### config.mk
export PLATFORM = sky130hd
export DESIGN_NAME = led_strip_driver
export DESIGN_NICKNAME = d
export VERILOG_FILES = /design/src/rtl/led_strip_pkg.sv /design/src/rtl/ws_bit_gen.sv /design/src/rtl/led_strip_driver.sv
export SDC_FILE = /design/constraint.sdc
export NUM_CORES = 1
export LEC_CHECK = 0
export BUFFER_PORTS_ARGS = -buffer_cell sky130_fd_sc_hd__clkbuf_2
export CAP_MARGIN = 30
export CORE_MARGIN = 2
export CORE_UTILIZATION = 35
export CTS_CLUSTER_DIAMETER = 30
export CTS_CLUSTER_SIZE = 14
export DETAILED_ROUTE_END_ITERATION = 6
export GPL_TIMING_DRIVEN = 0
export HOLD_SLACK_MARGIN = 0.15
export PLACE_DENSITY = 0.63
export SLEW_MARGIN = 20
export SYNTH_ARGS = -nofsm -noshare
export SYNTH_HDL_FRONTEND = slang
export SYNTH_SLANG_ARGS = --single-unit
### constraint.sdc
create_clock -name sys_clk -period 7 [get_ports sys_clk]
set_clock_uncertainty 0.15 [all_clocks]
set_input_delay 1.05 -clock sys_clk [delete_from_list [all_inputs] [get_ports sys_clk]]
set_output_delay 1.05 -clock sys_clk [all_outputs]
set_load 0.02 [all_outputs]
### src/rtl/led_strip_pkg.sv
// Shared state encoding, default timing and the lane-select helper for the LED strip driver.
package led_strip_pkg;

  typedef enum logic [2:0] {
    IDLE  = 3'd0,
    FETCH = 3'd1,
    LOAD  = 3'd2,
    SEND  = 3'd3,
    LATCH = 3'd4
  } state_t;

  // Default timing, in sys_clk cycles.
  localparam int T0H_DEF    = 20;
  localparam int T1H_DEF    = 40;
  localparam int TBIT_DEF   = 63;
  localparam int TLATCH_DEF = 15000;

  // Width of the bit and latch down-counters.
  localparam int CNT_W = 16;

  // One bit from each 20-bit lane field at the same bit position.
  function automatic logic [3:0] lane_bits(input logic [79:0] word, input logic [4:0] idx);
    logic [3:0] r;
    r = '0;
    for (int k = 0; k < 4; k++) begin
      r[k] = word[20*k + int'(idx)];
    end
    return r;
  endfunction

endpackage

### src/rtl/ws_bit_gen.sv
// Timed WS2812 bit waveform for four lanes in lockstep: high for T1H/T0H cycles, low for the
// rest of TBIT. A start on the done cycle chains the next bit with no gap.
module ws_bit_gen
  import led_strip_pkg::*;
#(
  parameter int T0H  = T0H_DEF,
  parameter int T1H  = T1H_DEF,
  parameter int TBIT = TBIT_DEF
) (
  input  logic       sys_clk,
  input  logic       sys_rst,
  input  logic       start,
  input  logic [3:0] bits,
  output logic [3:0] lines,
  output logic       done
);

  localparam logic [CNT_W-1:0] TBIT_M1 = CNT_W'(TBIT - 1);
  localparam logic [CNT_W-1:0] HI1_MIN = CNT_W'(TBIT - T1H);
  localparam logic [CNT_W-1:0] HI0_MIN = CNT_W'(TBIT - T0H);

  logic [CNT_W-1:0] cnt;
  logic             busy;
  logic [3:0]       bits_q;

  assign done = busy && (cnt == '0);

  // Bit period down-counter; reload on start, stop at terminal count.
  always_ff @(posedge sys_clk or posedge sys_rst) begin
    if (sys_rst) begin
      busy   <= 1'b0;
      cnt    <= '0;
      bits_q <= '0;
    end else if (start) begin
      busy   <= 1'b1;
      cnt    <= TBIT_M1;
      bits_q <= bits;
    end else if (done) begin
      busy <= 1'b0;
    end else if (busy) begin
      cnt <= cnt - 1'b1;
    end
  end

  // Each lane is high while the remaining count is above its low-phase length.
  always_comb begin
    lines = '0;
    for (int i = 0; i < 4; i++) begin
      lines[i] = busy && (cnt >= (bits_q[i] ? HI1_MIN : HI0_MIN));
    end
  end

endmodule

### src/rtl/led_strip_driver.sv
// Frame sequencer: on a full_ftdi rising edge, streams NUM_WORDS framebuffer words out as four
// 20-bit WS2812 lanes, prefetching each next word, then holds the lines low for the latch time.
//
//   state | meaning
//   IDLE  | lines low, waiting for a trigger (or a pending one)
//   FETCH | read strobe for the word at strip_raddr
//   LOAD  | capture read data, start bit 19
//   SEND  | shifting bits out; prefetch next word during bit 0
//   LATCH | lines low for TLATCH cycles
module led_strip_driver
  import led_strip_pkg::*;
#(
  parameter int CLK_HZ    = 50_000_000,
  parameter int NUM_WORDS = 256,
  parameter int T0H       = T0H_DEF,
  parameter int T1H       = T1H_DEF,
  parameter int TBIT      = TBIT_DEF,
  parameter int TLATCH    = TLATCH_DEF
) (
  input  logic        sys_clk,
  input  logic        sys_rst,
  input  logic        full_ftdi,
  input  logic [79:0] strip_rdata,
  output logic [7:0]  strip_raddr,
  output logic        strip_re,
  output logic        strip1,
  output logic        strip2,
  output logic        strip3,
  output logic        strip4
);

  // CLK_HZ is informational; a non-positive value has no meaning for this block.
  if (CLK_HZ <= 0) begin : g_clk_hz_unset
  end

  localparam logic [7:0]       LAST     = 8'(NUM_WORDS - 1);
  localparam logic [CNT_W-1:0] LAT_INIT = CNT_W'(TLATCH - 1);

  state_t           state, state_n;
  logic             ftdi_q, trig, pending, start_frame;
  logic [79:0]      shreg, nxt_word;
  logic [4:0]       bit_idx;
  logic             pf_re, pf_cap, pf_done;
  logic [CNT_W-1:0] lat_cnt;
  logic             gen_start, gen_done;
  logic [3:0]       gen_bits, lines;

  assign trig     = full_ftdi && !ftdi_q;
  assign strip_re = (state == FETCH) || pf_re;
  assign {strip4, strip3, strip2, strip1} = lines;

  ws_bit_gen #(.T0H(T0H), .T1H(T1H), .TBIT(TBIT)) u_bit_gen (
    .sys_clk (sys_clk),
    .sys_rst (sys_rst),
    .start   (gen_start),
    .bits    (gen_bits),
    .lines   (lines),
    .done    (gen_done)
  );

  // State register.
  always_ff @(posedge sys_clk or posedge sys_rst) begin
    if (sys_rst) state <= IDLE;
    else         state <= state_n;
  end

  // Next state and bit generator control.
  always_comb begin
    state_n     = state;
    gen_start   = 1'b0;
    gen_bits    = '0;
    start_frame = 1'b0;
    case (state)
      IDLE: begin
        if (trig || pending) begin
          state_n     = FETCH;
          start_frame = 1'b1;
        end
      end
      FETCH: state_n = LOAD;
      LOAD: begin
        gen_start = 1'b1;
        gen_bits  = lane_bits(strip_rdata, 5'd19);
        state_n   = SEND;
      end
      SEND: begin
        if (gen_done) begin
          if (bit_idx != 5'd0) begin
            gen_start = 1'b1;
            gen_bits  = lane_bits(shreg, bit_idx - 5'd1);
          end else if (pf_done) begin
            gen_start = 1'b1;
            gen_bits  = lane_bits(nxt_word, 5'd19);
          end else begin
            state_n = LATCH;
          end
        end
      end
      LATCH: begin
        if (lat_cnt == '0) begin
          // A trigger on the final latch cycle counts as pending and starts at once.
          if (trig || pending) begin
            state_n     = FETCH;
            start_frame = 1'b1;
          end else begin
            state_n = IDLE;
          end
        end
      end
      default: state_n = IDLE;
    endcase
  end

  // Datapath: trigger edge, pending flag, address, word registers, prefetch and latch timer.
  always_ff @(posedge sys_clk or posedge sys_rst) begin
    if (sys_rst) begin
      ftdi_q      <= 1'b0;
      pending     <= 1'b0;
      strip_raddr <= '0;
      shreg       <= '0;
      nxt_word    <= '0;
      bit_idx     <= '0;
      pf_re       <= 1'b0;
      pf_cap      <= 1'b0;
      pf_done     <= 1'b0;
      lat_cnt     <= '0;
    end else begin
      ftdi_q <= full_ftdi;
      pf_re  <= 1'b0;
      pf_cap <= pf_re;
      if (pf_cap) nxt_word <= strip_rdata;
      if (start_frame) begin
        pending     <= 1'b0;
        strip_raddr <= '0;
      end else if (trig && (state != IDLE)) begin
        pending <= 1'b1;
      end
      case (state)
        LOAD: begin
          shreg   <= strip_rdata;
          bit_idx <= 5'd19;
          pf_done <= 1'b0;
        end
        SEND: begin
          if (gen_done) begin
            if (bit_idx != 5'd0) begin
              bit_idx <= bit_idx - 5'd1;
              // Entering bit 0: read the next word unless this is the last one.
              if ((bit_idx == 5'd1) && (strip_raddr != LAST)) begin
                strip_raddr <= strip_raddr + 8'd1;
                pf_re       <= 1'b1;
                pf_done     <= 1'b1;
              end
            end else if (pf_done) begin
              shreg   <= nxt_word;
              bit_idx <= 5'd19;
              pf_done <= 1'b0;
            end else begin
              lat_cnt <= LAT_INIT;
            end
          end
        end
        LATCH: begin
          if (lat_cnt != '0) lat_cnt <= lat_cnt - 1'b1;
        end
        default: ;
      endcase
    end
  end

endmodule

==> results by group, run 1 <==
Status
  – Status: finished clean

Logic synthesis
  – Post-synthesis xor/xnor area fraction: 1.59%
  – Post-synth top area cell: dfrtp_1
  – EDFF count, synth: 0
  – Post-synthesis adder-cell area fraction: 3.06%
  – Top FF cell, synth: dfrtp_1
  – Top cells by area, synth: dfrtp_1, mux2_2, nand2_1
  – Ys async rst share: 100%
  – Top-area cell type share of the netlist area: 49.5%
  – Compound-cell area share of the yosys netlist: 11.5%
  – Yosys warns: 0
  – Synthesized net count: 1215
  – Post-Synthesis Cells: 1105
  – Synth Area per Inst: 9.98 µm²
  – Synthesized area: 0.0110 mm²
  – Distinct cells, synth: 65
  – Sequential-to-total area share from yosys stat: 49.5%
  – Largest family of logic cells by synthesized area: simple AND/OR/NAND/NOR gates
  – Yosys reg bits: 218
  – Post-synthesis mux area share: 14.0%
  – Simple-Gate Fraction of Synth Area: 17.0%

Clock network
  – CTS tree: built
  – Setup bufs post-CTS: 0
  – Worst-path clk slew: 0.05 ns
  – # H-tree levels: 2
  – Clock root buffer: clkbuf_16
  – Worst-Skew Late Latency: 0.57 ns
  – Clock tree sinks: 218
  – Total CTS buffers: 50
  – CTS Hold Buffers Added: 0
  – Clock Tree Buf Depth: 3
  – PostCTS Resize Cnt: 0

Critical path
  – Data required time of the critical path: 7.25 ns
  – FF-to-FF path depth: 13
  – CP Launch Type: register
  – Worst reg2reg startpoint: bit_idx[0]
  – Crit path arrival time: 5.10 ns
  – Largest fanout on the critical path: 10
  – Worst Path Class, Setup: register to register
  – CP Capture Type: register
  – Flop2flop setup slack: 2.15 ns
  – FF-to-FF End: u_bit_gen.bits_q[3]

Floorplanning
  – # rows: 64
  – Die height: 181 µm
  – Die footprint: 0.0329 mm²
  – Initial core utilization: 35.8%
  – Die width: 181 µm
  – Num ports: 96
  – Core Region: 0.0308 mm²

Drt
  – Residual DRC: 0
  – Vias post-DR: 8974
  – First-iteration detailed-routing DRC count: 649
  – DRT Wirelength: 28800 µm
  – Routed Antenna Nets: 0
  – Via density: 5.30
  – First-pass detailed-route iteration total: 5
  – WL per Instance: 17.0 µm

Cells and area
  – Ant. Diodes: 0
  – # nets final: 1369
  – Multi-input gate area: 0.00520 mm²
  – Seq. cell area: 0.00546 mm²
  – FILL cells: 2889
  – Layout cells sized above 1: 25.4%
  – Synth-to-layout area growth: 26.6%

Timing
  – RSZ-0062 raised after global routing: false
  – Final setup TNS: 0 ns
  – Max Transition Viols Final: 0
  – Hold Fails Final Rpt: 0
  – Post-route minimum period: 4.85 ns
  – Post-route setup slack: 2.15 ns
  – Top achievable clock speed: 0.206 GHz
  – Rel. slew slack: 35.9%
  – Worst-Margin Slew: 0.955 ns
  – Final setup fails: 0
  – Crit share post-route: 69.3%

GRT
  – Vias in the first global route: 9071
  – Global-route wire length before repair: 47600 µm
  – GRT overflow: 0
  – Initial antenna violation count: 0
  – Global Route Usage Sum: 17.7%
  – Pin count of the biggest net entering global routing: 31

Placement
  – DPL Wire Length: 20100 µm
  – DP Worst Slack: 2.24 ns
  – Placer congestion estimate: 0.868
  – Port Buffers: 95

Hold path
  – Hold Crit Start: pf_re
  – Hold path depth: 0
  – WHS Endpoint: pf_cap
  – HP Class: register to register

Power
  – Pwr Density: 418 mW/mm²
  – Worst VDD drop: 0.307 mV
  – P_leak: 6.20 nW

Run
  – Number of max-cap violations: 0
-- Yosys cell counts (2+ instances only) --
library cell  instances
dfrtp_1             218
nand2_1             208
nor2_1              135
a31oi_1              87
mux2_2               82
clkbuf_1             36
o21ai_0              32
ha_1                 27
a21oi_1              26
buf_2                26
mux4_2               22
inv_1                21
nand3_1              19
nor3_1               15
mux2i_1              11
o31ai_1              10
or3_1                10
xnor2_1              10
xor2_1               10
nor2b_1               9
nor4_1                6
a21boi_0              5
and3_1                5
nand2b_1              5
a21o_1                4
nand4_1               4
a41oi_1               3
and2_1                3
buf_4                 3
nor3b_1               3
o211ai_1              3
o41ai_1               3
or2_2                 3
or4_1                 3
a211o_1               2
a32oi_1               2
nor3_2                2
o21ai_1               2
o22a_1                2
o22ai_1               2
or3b_2                2
-- cell families after synthesis --
logic type / Yosys count
buffers and inverters: 87
DFF: 218
AOI/OAI and AO/OA: 199
muxes: 116
adders and majority gates: 27
and+or+nand+nor: 438
xor gates and xnor gates: 20
-- how the worst max path moves through the flow --
| stage | end | slack (ns) | start | depth (start not counted) |
|---|---|---|---|---|
| 6_report | u_bit_gen.bits_q[3] | 2.15 | bit_idx[0] | 13 |
| 5_1_grt | u_bit_gen.bits_q[3] | 1.88 | bit_idx[0] | 14 |
| 4_1_cts | u_bit_gen.bits_q[3] | 2.18 | bit_idx[0] | 13 |
| 3_5_place_dp | u_bit_gen.bits_q[3] | 2.24 | bit_idx[0] | 13 |
| 3_3_place_gp | nxt_word[1] | 1.52 | sys_rst | 2 |
| 2_1_floorplan | bit_idx[0] | 2.96 | sys_rst | 1 |
-- flip-flops by register name, indices dropped and copies added (netlist names) --
signal and flops:
pending 1, pf_cap 1, u_bit_gen.busy 1, nxt_word 80, u_bit_gen.cnt 16, strip_raddr 8, ftdi_q 1, state 3
u_bit_gen.bits_q 4, shreg 80, bit_idx 5, lat_cnt 16, pf_re 1, pf_done 1
-- power by group --
part,leakage (nW),internal (mW),switching (mW)
Combinational,2.56,0.745,0.942
Clock,0.874,1.72,0.746
Sequential,2.76,1.50,0.186
-- placed cells by master (no fill, tap or decap), types with 27 or more instances in the layout --
master and n:
dfrtp_1 218, nand2_1 208, nor2_1 135, clkbuf_2 95, a31oi_1 87, mux2_2 82, clkbuf_16 50, clkbuf_1 44
o21ai_0 32, ha_1 27
-- area by class of cell --
cell class	instances	share of cell area, %
sequential	218	39.1
multi-input combinational	800	37.3
clock buffer	66	9.97
timing repair buffer	102	4.46
tap	396	3.55
clock inverter	24	2.99
buffer	66	2.09
inverter	21	0.592
-- critical path, stage by stage (launching register included) --
cell      delay [ns]
dfrtp_1         0.35
buf_2           0.36
clkbuf_1        0.56
inv_1           0.30
ha_1            0.36
buf_2           0.22
buf_2           0.38
buf_1           0.63
mux4_2          0.45
nand3_1         0.11
nand4_1         0.15
a221oi_1        0.31
o31a_1          0.25
o22ai_1         0.08
-- routing by layer --
metal	global-route usage [%]	vias to the layer above	routed length (µm)
met5	0	-	0
met4	5.98	0	796
met3	3.53	66	1560
met2	28.9	271	13600
met1	23.6	4393	12800
li1	-	4244	-
-- stage by stage --
| step | cell area [µm²] | utilization (%) | instances | power, mW | hold WS (ns) |
|---|---|---|---|---|---|
| 2_1_floorplan | 11000 | - | 1105 | 2.88 | 0.204 |
| 3_3_place_gp | 12000 | 38.9 | 1596 | 3.32 | 0.271 |
| 3_5_place_dp | 12100 | 39.4 | 1603 | 3.37 | 0.266 |
| 4_1_cts | 14000 | 45.3 | 1693 | 5.87 | 0.281 |
| 5_1_grt | 14000 | 45.3 | 1693 | 6.14 | 0.285 |
| 6_report | 14000 | 45.3 | 1693 | 5.84 | 0.279 |
No activity file was read; power rests on OpenSTA's default activity.
==> run 2, diff against run 1 <==
==> constraint.sdc (replaced) <==
create_clock -name sys_clk -period 4.22 [get_ports sys_clk]
set_clock_uncertainty 0.15 [all_clocks]
set_input_delay 0.633 -clock sys_clk [delete_from_list [all_inputs] [get_ports sys_clk]]
set_output_delay 0.633 -clock sys_clk [all_outputs]
set_load 0.02 [all_outputs]
==> run 2 against run 1 <==
Net effect: the run now ends with DRC left; register-to-register slack worse by 2.0 ns; flip-flop and latch count is the same; setup slack got worse by 2.0 ns; critical endpoint unchanged; largest cell class unchanged; highest routed layer unchanged.
==> results by group, run 2 (same netlist as run 1, synthesis figures left out) <==
GRT
  – Global Route Usage Sum: 17.7%
  – GRT overflow: 0
  – Vias in the first global route: 9071
  – Pin count of the biggest net entering global routing: 31
  – Initial antenna violation count: 0
  – Global-route wire length before repair: 47600 µm

Drt
  – WL per Instance: 17.0 µm
  – First-iteration detailed-routing DRC count: 618
  – First-pass detailed-route iteration total: 7
  – Vias post-DR: 9001
  – Residual DRC: 4
  – Via density: 5.31
  – Routed Antenna Nets: 0
  – DRT Wirelength: 28800 µm

Clock network
  – Setup bufs post-CTS: 0
  – # H-tree levels: 2
  – Clock tree sinks: 218
  – CTS tree: built
  – Total CTS buffers: 50
  – Clock Tree Buf Depth: 3
  – Worst-Skew Late Latency: 0.57 ns
  – Clock root buffer: clkbuf_16
  – Worst-path clk slew: 0.05 ns

Cells and area
  – # nets final: 1372
  – Post-layout util: 45.4%
  – FILL cells: 2883
  – Most frequent cells in the layout: dfrtp_1, nand2_1, nor2_1
  – Commonest non-fill, non-tap cell in the layout: dfrtp_1
  – Biggest regs: nxt_word: 80 flops, shreg: 80 flops
  – Layout cells sized above 1: 25.7%
  – Final Instance Area: 0.0140 mm²
  – Ant. Diodes: 0
  – Synth-to-layout area growth: 27.0%
  – Non-Filler Instances: 1696

Critical path
  – Largest fanout on the critical path: 10
  – CP Capture Type: register
  – Crit path arrival time: 4.29 ns
  – Slowest cell on crit path: mux4_2
  – Worst path max stage delay: 0.40 ns
  – Worst Path Class, Setup: register to register
  – CP Launch Type: register
  – Data required time of the critical path: 4.47 ns
  – Delay-heaviest family, CP: buffers and inverters
  – Flop2flop setup slack: 0.18 ns
  – CP Cell Sequence: clkbuf_4 -> clkbuf_4 -> inv_1 -> ha_1 -> buf_2 -> buf_2 -> buf_2 -> mux4_2 -> nand3_1 -> nand4_1 -> a221oi_1 -> o31a_1 -> o22ai_1
  – Most used cell along the critical path: buf_2
  – Buf/Inv on CP: 6

Power
  – Total Power: 9.70 mW
  – P_leak: 6.22 nW
  – Pwr Density: 693 mW/mm²
  – Worst VDD drop: 0.509 mV

Run
  – Number of max-cap violations: 0

Timing
  – Worst-Margin Slew: 0.940 ns
  – Post-route minimum period: 4.04 ns
  – Final setup fails: 0
  – Top achievable clock speed: 0.247 GHz
  – Max Transition Viols Final: 0
  – Hold Fails Final Rpt: 0
  – Rel. slew slack: 36.9%
  – Crit share post-route: 95.8%
  – Final setup TNS: 0 ns
  – RSZ-0062 raised after global routing: false

Floorplanning
  – Num ports: 96
  – Core Region: 0.0308 mm²
  – Die height: 181 µm
  – Initial core utilization: 35.8%
  – # rows: 64
  – Die width: 181 µm
  – Die footprint: 0.0329 mm²

Hold path
  – HP Class: input pin to register

Status
  – Failing checks: DRC
  – Status: finished with violations

Placement
  – Placer congestion estimate: 0.868
  – Dpl cells: 1603
  – Port Buffers: 95
  – Post-DP Area: 0.0121 mm²
  – DPL Wire Length: 20100 µm
run 2: changes by cell type in the layout (fill, tap and decap cells not counted), sizes merged:
cell and change:
dlygate4sd3 +4, buf -1
run 2: path summary, 6_finish.rpt:
path	from	depth (start not counted)	endpoint
max	bit_idx[0]	13	u_bit_gen.bits_q[3]
min	strip_rdata[27]	2	nxt_word[27]
max reg2reg	bit_idx[0]	13	u_bit_gen.bits_q[3]
min reg2reg	pf_re	0	pf_cap
max in group asynchronous	sys_rst	7	nxt_word[45]
min in group asynchronous	sys_rst	3	lat_cnt[8]
run 2: power by group:
part | leakage (nW) | internal [mW] | switching [mW]
registers | 2.76 | 2.48 | 0.307
logic | 2.59 | 1.26 | 1.56
clock network | 0.874 | 2.86 | 1.24
run 2: metal layers:
metal  GRT usage [%]  share of wire (%)  wire length (µm)  up-vias
met1            23.6                 44             12800     4417
met5               0                  0                 0        -
met2            28.9                 47             13700      268
met4            5.98                2.6               758        0
li1                -                  -                 -     4253
met3            3.51                5.5              1590       63
run 2: layout make-up:
type	instances	area, µm²	area share (%)
clock inverter	24	418	2.98
multi-input combinational	800	5200	37.1
tap	396	495	3.54
timing repair buffer	106	663	4.74
buffer	65	297	2.12
inverter	21	82.6	0.590
sequential	218	5460	39.0
clock buffer	66	1390	9.93
run 2: through the flow:
stage	hold WS, ns	setup WS [ns]
floorplan	0.204	0.534
global placement	0.271	-0.843
detailed placement	0.266	-0.537
CTS	0.151	0.000472
global route	0.167	0.0309
finish	0.166	0.179
run 2: timing repair:
action,CTS,global route
gates cloned,0,0
endpoints found under the hold margin,30,0
hold buffers,4,0
gates resized for setup,4,2
setup endpoints to repair,4,1
